### src/rtl/gauss_norm_loader_if.sv
// Stream-in / table-out bundle for the Gaussian normalisation-coefficient loader.
// master = coefficient source plus table consumer, slave = the loader itself.
interface gauss_norm_loader_if #(
    parameter int unsigned TL   = 5,
    parameter int unsigned SumW = 9
);
    logic               in_valid;
    logic               in_sof;
    logic [SumW-1:0]    in_data;
    logic               in_ready;
    logic [SumW*TL-1:0] tbl_out;
    logic               tbl_valid;
    logic               tbl_new;
    logic               tbl_ack;
    logic               err_nosof;
    logic               err_restart;

    modport master (
        output in_valid, in_sof, in_data, tbl_ack,
        input  in_ready, tbl_out, tbl_valid, tbl_new, err_nosof, err_restart
    );

    modport slave (
        input  in_valid, in_sof, in_data, tbl_ack,
        output in_ready, tbl_out, tbl_valid, tbl_new, err_nosof, err_restart
    );
endinterface

### src/rtl/gauss_norm_loader.sv
// Deserialises a frame of TL coefficients into a staging table and commits it
// atomically to a frozen parallel table, held until the consumer acknowledges it.
module gauss_norm_loader #(
    parameter int unsigned TL   = 5,
    parameter int unsigned SumW = 9
) (
    input logic               clk,
    input logic               rst,
    gauss_norm_loader_if.slave bus
);
    localparam int unsigned IdxW = $clog2(TL);

    typedef enum logic [1:0] {IDLE, LOAD, HOLD} state_t;

    state_t          state, stateNext;
    logic [IdxW-1:0] idx, idxNext;
    logic [SumW-1:0] staging [TL];
    logic [SumW-1:0] stagingNext [TL];
    logic [SumW-1:0] tbl [TL];
    logic [SumW-1:0] tblNext [TL];
    logic            tblValid, tblValidNext;
    logic            tblNew, tblNewNext;
    logic            errNosof, errNosofNext;
    logic            errRestart, errRestartNext;
    logic            inReady;
    logic            accept;
    logic            lastSlot;

    assign inReady  = !rst && (state != HOLD);
    assign accept   = bus.in_valid && inReady;
    assign lastSlot = (idx == IdxW'(TL - 1));

    // Next-state, staging and commit decode
    always_comb begin
        stateNext      = state;
        idxNext        = idx;
        stagingNext    = staging;
        tblNext        = tbl;
        tblValidNext   = tblValid;
        tblNewNext     = tblNew;
        errNosofNext   = 1'b0;
        errRestartNext = 1'b0;

        unique case (state)
            IDLE: begin
                if (accept) begin
                    if (bus.in_sof) begin
                        stagingNext[0] = bus.in_data;
                        idxNext        = IdxW'(1);
                        stateNext      = LOAD;
                    end else begin
                        errNosofNext = 1'b1;
                    end
                end
            end
            LOAD: begin
                if (accept) begin
                    // A fresh sof always restarts, even on the last slot
                    if (bus.in_sof) begin
                        errRestartNext = 1'b1;
                        stagingNext[0] = bus.in_data;
                        idxNext        = IdxW'(1);
                    end else begin
                        stagingNext[idx] = bus.in_data;
                        if (lastSlot) begin
                            tblNext      = stagingNext;
                            tblNewNext   = 1'b1;
                            tblValidNext = 1'b1;
                            idxNext      = '0;
                            stateNext    = HOLD;
                        end else begin
                            idxNext = idx + IdxW'(1);
                        end
                    end
                end
            end
            HOLD: begin
                if (bus.tbl_ack) begin
                    tblNewNext = 1'b0;
                    stateNext  = IDLE;
                end
            end
            default: stateNext = IDLE;
        endcase
    end

    always_ff @(posedge clk) begin
        if (rst) begin
            state      <= IDLE;
            idx        <= '0;
            staging    <= '{default: '0};
            tbl        <= '{default: '0};
            tblValid   <= 1'b0;
            tblNew     <= 1'b0;
            errNosof   <= 1'b0;
            errRestart <= 1'b0;
        end else begin
            state      <= stateNext;
            idx        <= idxNext;
            staging    <= stagingNext;
            tbl        <= tblNext;
            tblValid   <= tblValidNext;
            tblNew     <= tblNewNext;
            errNosof   <= errNosofNext;
            errRestart <= errRestartNext;
        end
    end

    for (genvar g = 0; g < TL; g++) begin : gPack
        assign bus.tbl_out[g*SumW +: SumW] = tbl[g];
    end

    assign bus.in_ready    = inReady;
    assign bus.tbl_valid   = tblValid;
    assign bus.tbl_new     = tblNew;
    assign bus.err_nosof   = errNosof;
    assign bus.err_restart = errRestart;
endmodule

### src/flat_wrapper.sv
// flat-port wrapper written by rule: the top's interface ports become plain ports
module gauss_norm_loader_flat 
#(
    parameter int unsigned TL   = 5,
    parameter int unsigned SumW = 9
)
  (clk, rst, bus_in_valid, bus_in_sof, bus_in_data, bus_tbl_ack, bus_in_ready, bus_tbl_out, bus_tbl_valid, bus_tbl_new, bus_err_nosof, bus_err_restart);
  gauss_norm_loader_if #(.TL(TL), .SumW(SumW)) bus_i ();
  input logic clk;
  input logic rst;
  input wire logic [$bits(bus_i.in_valid)-1:0] bus_in_valid;
  input wire logic [$bits(bus_i.in_sof)-1:0] bus_in_sof;
  input wire logic [$bits(bus_i.in_data)-1:0] bus_in_data;
  input wire logic [$bits(bus_i.tbl_ack)-1:0] bus_tbl_ack;
  output wire logic [$bits(bus_i.in_ready)-1:0] bus_in_ready;
  output wire logic [$bits(bus_i.tbl_out)-1:0] bus_tbl_out;
  output wire logic [$bits(bus_i.tbl_valid)-1:0] bus_tbl_valid;
  output wire logic [$bits(bus_i.tbl_new)-1:0] bus_tbl_new;
  output wire logic [$bits(bus_i.err_nosof)-1:0] bus_err_nosof;
  output wire logic [$bits(bus_i.err_restart)-1:0] bus_err_restart;
  assign bus_i.in_valid = bus_in_valid;
  assign bus_i.in_sof = bus_in_sof;
  assign bus_i.in_data = bus_in_data;
  assign bus_i.tbl_ack = bus_tbl_ack;
  assign bus_in_ready = bus_i.in_ready;
  assign bus_tbl_out = bus_i.tbl_out;
  assign bus_tbl_valid = bus_i.tbl_valid;
  assign bus_tbl_new = bus_i.tbl_new;
  assign bus_err_nosof = bus_i.err_nosof;
  assign bus_err_restart = bus_i.err_restart;
  gauss_norm_loader #(.TL(TL), .SumW(SumW)) u_core (.clk(clk), .rst(rst), .bus(bus_i));
endmodule
### config.mk
export PLATFORM = sky130hd
export DESIGN_NAME = gauss_norm_loader_flat
export DESIGN_NICKNAME = d
export VERILOG_FILES = /design/src/rtl/gauss_norm_loader_if.sv /design/src/rtl/gauss_norm_loader.sv /design/src/flat_wrapper.sv
export SDC_FILE = /design/constraint.sdc
export NUM_CORES = 1
export LEC_CHECK = 0
export CAP_MARGIN = 0
export CORE_ASPECT_RATIO = 0.5
export CORE_MARGIN = 5
export CORE_UTILIZATION = 45
export CTS_CLUSTER_SIZE = 25
export DETAILED_ROUTE_END_ITERATION = 12
export PLACE_DENSITY_LB_ADDON = 0.2
export SLEW_MARGIN = 20
export SYNTH_ARGS = -nofsm -noshare
export SYNTH_HDL_FRONTEND = slang
export SYNTH_SLANG_ARGS = --single-unit
### constraint.sdc
create_clock -name clk -period 1.6 [get_ports clk]
set_clock_uncertainty 0.05 [all_clocks]
set_input_delay 0.32 -clock clk [delete_from_list [all_inputs] [get_ports clk]]
set_output_delay 0.32 -clock clk [all_outputs]
set_load 0.05 [all_outputs]
After elaboration in Yosys (flattened, before gate mapping)
Cells that the tools add are included.
{"block": "totals", "ff_bits": 99, "input_bits": 14}
{"block": "op_classes", "eq_ne": 10, "bitwise_logic": 5, "order_cmp": 2, "addsub": 1, "mux": 29, "reduce_logical": 14}
{"op": "$bwmux W45", "count": 1}
{"op": "$mux W45", "count": 1}
{"op": "$mux W36", "count": 1}
{"op": "$mux W9", "count": 4}
{"op": "$demux W9 S3", "count": 1}
{"op": "$pmux W9 S2", "count": 1}
{"op": "$mux W3", "count": 5}
{"op": "$mux W2", "count": 6}
{"op": "$ne A2 B2 Y1 const B", "count": 4}
{"op": "$reduce_and A4 Y1", "count": 2}
{"op": "$mux W1", "count": 6}
{"op": "$ne A2 B1 Y1 const B", "count": 3}
{"op": "$pmux W2 S3", "count": 1}
{"op": "$pmux W3 S2", "count": 1}
{"op": "$reduce_and A6 Y1", "count": 1}
{"op": "$reduce_or A3 Y1", "count": 2}
{"op": "$reduce_and A5 Y1", "count": 1}
{"op": "$ge A4 B4 Y1 const B", "count": 1}
{"op": "$lt A4 B1 Y1 const B", "count": 1}
{"op": "$not A1 Y1", "count": 4}
{"op": "$not A3 Y4", "count": 1}
{"op": "$reduce_bool A2 Y1", "count": 2}
{"op": "$add A3 B1 Y3 const B", "count": 1}
{"op": "$eq A3 B3 Y1 const B", "count": 1}
{"op": "7 further kinds", "count": 9}

Longest topological paths before layout
Gate-level depths: netlist of the first run.
{"block": "logic_depth", "word_depth": 9, "depth_mapped": 9}

Worst setup path after synthesis of the first run
No wires, ideal clock.
{"block": "synth_path", "kind": "input to output", "from": "input rst", "to": "output bus_in_ready", "n_path_buf": 3, "slack_ns": -0.354, "arrival_ns": 1.584, "path_stages": 4, "cell_sequence": "clkbuf_1 clkbuf_1 clkbuf_1 nor2_1"}
{"block": "synth_between", "elab_chain_len": 2}
{"element": "start: declaration", "line_no": "flat_wrapper.sv:10", "source": "input logic rst;"}
{"element": "$logic_not A1 Y1", "line_no": "gauss_norm_loader.sv:29", "source": "assign inReady = !rst && (state != HOLD);"}
{"element": "$logic_and A1 B1 Y1", "line_no": "gauss_norm_loader.sv:29"}
{"element": "end: declaration", "line_no": "flat_wrapper.sv:15", "source": "output wire logic [$bits(bus_i.in_ready)-1:0] bus_in_ready;"}
Every way passes these cells.

Final worst setup path of the first run
{"block": "layout_path", "from": "register u_core.idx[0]", "to": "register u_core.staging[37] in the netlist's numbering"}
{"block": "layout_between", "elab_chain_len": 9, "elab_cells_between_ends": 10}
{"element": "start: declaration", "line_no": "gauss_norm_loader.sv:16", "source": "logic [IdxW-1:0] idx, idxNext;"}
{"element": "start signal: assignment", "line_no": "gauss_norm_loader.sv:99", "source": "idx <= idxNext;"}
{"element": "$not A3 Y4 (not written as such) (*)", "line_no": "gauss_norm_loader.sv:64", "source": "stagingNext[idx] = bus.in_data;"}
{"element": "$ge A4 B4 Y1 (not written as such) / $lt A4 B1 Y1 (equally long branches)", "line_no": "gauss_norm_loader.sv:64"}
{"element": "$logic_and A1 B1 Y1 (not written as such)", "line_no": "gauss_norm_loader.sv:64"}
{"element": "$mux W9 (not written as such)", "line_no": "gauss_norm_loader.sv:64"}
{"element": "$demux W9 S3 (*)", "line_no": "gauss_norm_loader.sv:64"}
{"element": "$bwmux W45 (*)", "line_no": "gauss_norm_loader.sv:64"}
{"element": "$mux W9 (*)", "line_no": "gauss_norm_loader.sv:59", "source": "if (bus.in_sof) begin"}
{"element": "$mux W45 (*)", "line_no": "gauss_norm_loader.sv:57", "source": "if (accept) begin"}
{"element": "$pmux W9 S2 (*)", "line_no": "gauss_norm_loader.sv:44", "source": "unique case (state)"}
{"element": "end signal: assignment", "line_no": "gauss_norm_loader.sv:100", "source": "staging <= stagingNext;"}
{"element": "end: declaration", "line_no": "gauss_norm_loader.sv:17", "source": "logic [SumW-1:0] staging [TL];"}
Every way passes the cells marked *; elsewhere a longest branch is shown, timed or not. The select of a mux whose other input is x is not followed.
A chain may end at the register's enable or synchronous reset.

==> impl_metrics.py, run 1 <==
metrics = {
    "timing": {
        "holdWs_ns": 0.318,
        "rsz0062_at_grt": "yes",
        "min_period_over_period_pct": 102,
        "worst_slew_pin_slew_ns": 0.486,
        "max-slew-margin-rel_pct": 67.6,
        "setup_slack_ns": -0.0275,
        "drv_slew": 0,
        "setup-violations-final": 3,
        "fmax_mhz": 614,
        "fin_tns_setup_ns": -0.0611,
        "hold_viol": 0,
        "finalCriticalPeriod_ns": 1.63,
    },
    "outcome": {
        "status": "finished, violations left",
        "violations": "negative setup slack",
    },
    "power": {
        "combPwrFrac_pct": 6.9,
        "seqPwrFrac_pct": 45.8,
        "p_sw_share_pct": 21.6,
        "power.internal_w": 0.00427,
        "clkPwrFrac_pct": 47.4,
        "power_density_nw_per_um2": 876,
        "p_switching_w": 0.00117,
        "ir_worst_vdd_v": 0.000649,
        "finalPower_w": 0.00544,
        "power.static_leakage_nw": 2.61,
    },
    "layout": {
        "n_antenna_cell": 0,
        "area_growth_pct": 53.6,
        "num-nets-final": 537,
        "drive_gt1_share_pct": 31.9,
        "fill_cells": 631,
        "final_area_um2": 6210,
    },
    "critical_path": {
        "critPathBufInv": 1,
        "arrival_ns": 1.79,
        "critPathMaxStageDelay_ns": 0.37,
        "required_ns": 1.76,
        "worstSetupStartpointType": "flop",
        "endpoint_kind": "flop",
        "critical-path-top-delay-family": "flip-flops",
        "crit_fanout": 9,
        "criticalPathCategory": "flop to flop",
        "cpMaxStageDelayCell": "dfxtp_4",
        "worstPathCellList": "nor3_4 > buf_12 > mux2_2 > a221oi_2 > nor3_1",
    },
    "die": {
        "start_util_pct": 46.3,
        "dieArea_um2": 11100,
        "ioPinCount": 64,
        "core_area_um2": 8740,
        "dieHeight_um": 77.1,
        "rows": 24,
        "die_x_um": 144,
    },
    "grt": {
        "antenna_found_initial": 0,
        "grtUsageTotal_pct": 19.7,
        "grt_max_degree": 76,
        "grt_pass1_vias": 3308,
        "overflow": 0,
        "grt_pass1_wl_um": 17300,
    },
    "clock_network": {
        "cts_root_buf": "clkbuf_16",
        "cts.sinks": 99,
        "clkLatencyLatePin_ns": 0.34,
        "h-tree-depth": 3,
        "tritoncts": "built",
        "cts_buffers": 9,
        "cts_hold_buf": 0,
        "clk_pin_slew_ns": 0.07,
        "cts_buffer_depth": 2,
    },
    "routing": {
        "drt-total-wl_um": 10600,
        "drt_iter0_drc": 170,
        "antenna_left": 0,
        "routedWlPerCell_um": 16.5,
        "drc": 0,
        "first_pass_iters": 4,
        "vias": 3407,
        "vias_per_cell": 5.30,
    },
    "hold_path": {
        "hp-class": "input port to flop",
    },
    "placement": {
        "dp_hpwl_um": 6800,
        "dpl-instance-area_um2": 5630,
        "pre_cts_slack_ns": -0.688,
        "port_buffers": 63,
        "place.gp.congestion": 0.861,
    },
    "logic_synthesis": {
        "yosys-top-cells-area": "dfxtp_1 49%, mux2i_1 18%, nor2_1 8.3%",
        "yosysMostFrequentCell": "dfxtp_1",
        "synth_top_area_share_pct": 49.0,
        "syn_inst": 427,
        "synth_area_um2": 4050,
        "avgSynthCellArea_um2": 9.48,
        "synth_warnings": 0,
        "synth-edff-count": 0,
        "yosysSeqAreaShare_pct": 49.0,
        "synth_common_cells": "99 x dfxtp_1, 90 x nor2_1, 72 x mux2i_1",
        "yosys.cell_types.count": 32,
        "synth-seq-cells": 99,
        "synth_nets": 443,
        "ys.flop_type": "dfxtp_1",
        "yosys.area.top_type": "dfxtp_1",
        "async_flop_share_pct": 0,
    },
    "run": {
        "drv_cap": 0,
    },
}
==> flip-flops by register name, summed over array words and instances (netlist names) <==
name	count
u_core.state	2
u_core.staging	45
u_core.bus.tbl_valid	1
u_core.idx	3
u_core.bus.tbl_new	1
u_core.bus.err_restart	1
u_core.bus.err_nosof	1
u_core.bus.tbl_out	45
==> stage by stage <==
| step | instances | utilization (%) |
|---|---|---|
| 6_report | 643 | 71.1 |
| 5_1_grt | 643 | 71.1 |
| 4_1_cts | 643 | 70.7 |
| 3_5_place_dp | 621 | 64.5 |
| 3_3_place_gp | 621 | 64.5 |
| 2_1_floorplan | 427 | - |
==> logic make-up after synthesis <==
group | after synthesis | synth area share [%]
AO/OA/AOI/OAI | 53 | 9.37
buffers and inverters | 43 | 4.70
flip-flops | 99 | 49.0
multiplexers | 80 | 20.0
adder cells (fa/ha/maj) | 2 | 0.618
AND/OR/NAND/NOR | 150 | 16.3
==> worst register-to-register path: cells and delay by family (launching register included) <==
family                 cells  cell delay, ns
DFF                        1            0.37
muxes                      1            0.37
and+or+nand+nor            2            0.30
AOI/OAI and AO/OA          1            0.26
buffers and inverters      1            0.16
==> cells in the final DEF (no fill, tap or decap), types with 6 or more instances in the layout <==
cell type,count
a211oi_1,27
a21oi_1,12
clkbuf_16,9
mux2_2,6
a221oi_2,8
buf_4,46
nor2_1,89
dfxtp_1,94
nand2_1,23
mux2i_1,71
buf_6,7
clkdlybuf4s50_1,10
nor3_1,13
buf_12,55
==> worst paths after layout <==
check / from / endpoint / slack (ns) / depth (start not counted)
setup reg to reg: u_core.idx[0] / u_core.staging[37] / -0.03 / 5
hold reg to reg: u_core.staging[33] / u_core.bus.tbl_out[15] / 0.41 / 2
setup / recovery: u_core.idx[0] / u_core.staging[37] / -0.03 / 5
hold / removal: bus_in_valid / u_core.state[0] / 0.32 / 3
==> metal layers <==
metal  track usage [%]  up-vias  part of all wire (%)
met4              4.04        0                  0.91
met2              30.6       73                    46
met1              27.7     1652                    48
met3              5.03        9                   5.0
li1                  -     1673                     -
met5                 0        -                     0
==> power by group through the flow <==
stage | clock, W | combinational (W) | sequential, W
after global routing | 0.00269 | 0.000399 | 0.00249
after global placement | 0 | 0.000336 | 0.00255
after CTS | 0.00259 | 0.000361 | 0.00249
after detailed placement | 0 | 0.000338 | 0.00255
final | 0.00258 | 0.000374 | 0.00249
after floorplan | 0 | 0.000162 | 0.00255
==> repair_timing <==
| item | CTS | global route |
|---|---|---|
| buffers inserted | 4 | 1 |
| pin swaps | 4 | 9 |
| gates cloned | 3 | 0 |
| endpoints found under the setup margin | 94 | 82 |
| resized for setup | 32 | 21 |
==> cell type report <==
type                       count  area (um2)  share of cell area [%]
timing repair buffer         123        1690                    27.1
sequential                    99        2000                    32.1
clock inverter                 5         108                    1.73
clock buffer                  11         253                    4.07
tap                          117         146                    2.36
inverter                       3        11.3                   0.181
multi-input combinational    285        2010                    32.4
No activity file was read; power rests on OpenSTA's default activity.
==> run 2: changes to the inputs <==
Clock period 1.6 ns to 1.91 ns, I/O delays scaled along.
==> impl_metrics.py, run 2 (synthesis gave the netlist of run 1 again) <==
metrics = {
    "timing": {
        "min_period_over_period_pct": 96.7,
        "rsz0062_at_grt": "no",
        "finalCriticalPeriod_ns": 1.85,
        "setup_slack_ns": 0.0633,
        "fmax_mhz": 542,
        "drv_slew": 0,
        "hold_viol": 0,
        "worst_slew_pin_slew_ns": 0.437,
        "setup-violations-final": 0,
        "max-slew-margin-rel_pct": 70.8,
    },
    "layout": {
        "area_growth_pct": 29.8,
        "multi_input_area_um2": 1920,
        "layout_common_cells": "98 x dfxtp_1, 89 x nor2_1, 81 x buf_4",
        "fill_cells": 758,
        "fin_cells": 623,
        "regArea_um2": 1980,
        "final_area_um2": 5250,
        "drive_gt1_share_pct": 24.5,
        "n_antenna_cell": 0,
        "num-nets-final": 517,
        "layout_commonest_cell": "dfxtp_1",
    },
    "clock_network": {
        "h-tree-depth": 3,
        "tritoncts": "built",
        "cts_root_buf": "clkbuf_16",
        "clkLatencyLatePin_ns": 0.35,
        "cts.sinks": 99,
        "cts_buffers": 9,
        "cts_buffer_depth": 2,
        "clk_pin_slew_ns": 0.06,
        "cts_hold_buf": 0,
    },
    "routing": {
        "drc": 0,
        "vias_per_cell": 5.22,
        "antenna_left": 0,
        "routedWlPerCell_um": 15.9,
        "vias": 3252,
        "drt-total-wl_um": 9920,
        "drt_iter0_drc": 244,
        "first_pass_iters": 4,
    },
    "grt": {
        "antenna_found_initial": 0,
        "overflow": 0,
        "grt_pass1_vias": 3068,
        "grt_pass1_wl_um": 15900,
        "grt_max_degree": 98,
        "grtUsageTotal_pct": 18.3,
    },
    "power": {
        "p_switching_w": 0.000905,
        "seqPwrFrac_pct": 51.7,
        "combPwrFrac_pct": 6.5,
        "clkPwrFrac_pct": 41.9,
        "power_density_nw_per_um2": 770,
        "finalPower_w": 0.00404,
        "p_sw_share_pct": 22.4,
        "power.static_leakage_nw": 2.30,
        "ir_worst_vdd_v": 0.000510,
        "power.internal_w": 0.00314,
    },
    "critical_path": {
        "critPathBufInv": 3,
        "critical-path-top-delay-family": "buffers and inverters",
        "r2r_start": "u_core.idx[2]",
        "worstPathCellList": "clkdlybuf4s50_1 > buf_4 > nor2_1 > or3_1 > buf_4 > a221oi_1 > nor3_1",
        "criticalPathCategory": "input port to flop",
        "crit_fanout": 15,
        "cpMaxStageDelayCell": "clkdlybuf4s50_1",
        "arrival_ns": 2.01,
        "endpoint_kind": "flop",
        "reg2reg_setup_slack_ns": 0.17,
        "worstSetupStartpointType": "input port",
        "required_ns": 2.08,
        "timing.critical_path.mode_cell": "buf_4",
        "ff2ff_path_depth": 5,
        "critical_path.reg2reg.endpoint": "u_core.staging[37]",
        "critPathMaxStageDelay_ns": 0.48,
    },
    "placement": {
        "port_buffers": 63,
        "dp_hpwl_um": 6450,
        "dpl-instance-area_um2": 4890,
        "pre_cts_slack_ns": -0.368,
        "place_inst": 604,
        "place.gp.congestion": 0.831,
    },
    "hold_path": {
        "whs_path_depth": 3,
        "hold_path_end": "u_core.staging[31]",
        "hp-start": "rst",
        "hp-class": "input port to flop",
    },
    "outcome": {
        "status": "completed",
    },
    "die": {
        "start_util_pct": 46.3,
        "dieHeight_um": 77.1,
        "rows": 24,
        "core_area_um2": 8740,
        "ioPinCount": 64,
        "die_x_um": 144,
        "dieArea_um2": 11100,
    },
    "run": {
        "drv_cap": 0,
    },
}
[run 2: power by group through the flow]
stage          clock [W]  sequential, W  combinational, W
6_report         0.00169        0.00209          0.000262
3_5_place_dp           0        0.00214          0.000257
3_3_place_gp           0        0.00213          0.000254
5_1_grt          0.00180        0.00209          0.000279
2_1_floorplan          0        0.00214          0.000132
4_1_cts          0.00173        0.00209          0.000260
[run 2: final cells by class]
type	instances	share of cell area, %
Tap cell	117	2.79
Inverter	3	0.214
Sequential cell	99	37.8
Clock buffer	14	5.03
Timing Repair Buffer	103	17.5
Clock inverter	2	0.191
Multi-Input combinational cell	285	36.5
[run 2: worst max path at each step]
stage | from | endpoint | slack (ns) | cells past startpoint
6_report | bus_in_sof | u_core.staging[37] | 0.06 | 7
5_1_grt | bus_in_valid | u_core.bus.tbl_out[16] | 0.0008 | 7
4_1_cts | u_core.idx[1] | u_core.bus.tbl_out[25] | 0.02 | 7
3_5_place_dp | bus_in_valid | u_core.staging[17] | -0.37 | 6
3_3_place_gp | bus_in_valid | u_core.staging[17] | -0.36 | 6
2_1_floorplan | rst | bus_in_ready | 0.05 | 4
[run 2: layer usage]
| layer | GRT usage, % | routed length [um] |
|---|---|---|
| met1 | 27.0 | 4810 |
| met2 | 25.8 | 4340 |
| met3 | 4.91 | 687 |
| met4 | 5.64 | 89 |
| met5 | 0 | 0 |
[run 2: repair_timing]
item                                    in CTS  in global routing
pin swaps                                    1                  1
endpoints found under the setup margin       3                 29
cloned                                       1                  0
setup buffers                                2                  0
gates resized for setup                      1                 10
[run 2: through the flow]
step	hold slack [ns]	setup TNS [ns]	util (%)
floorplan	0.382	0	-
global placement	0.392	-18.83	55.9
detailed placement	0.399	-20.63	55.9
CTS	0.300	0	59.6
global route	0.317	0	60.1
finish	0.305	0	60.1
[run 2: tightest hold or removal path: cells and delay by family]
kind                   cells  cell delay [ns]
buffers and inverters      2             0.23
AND/OR/NAND/NOR            1             0.04
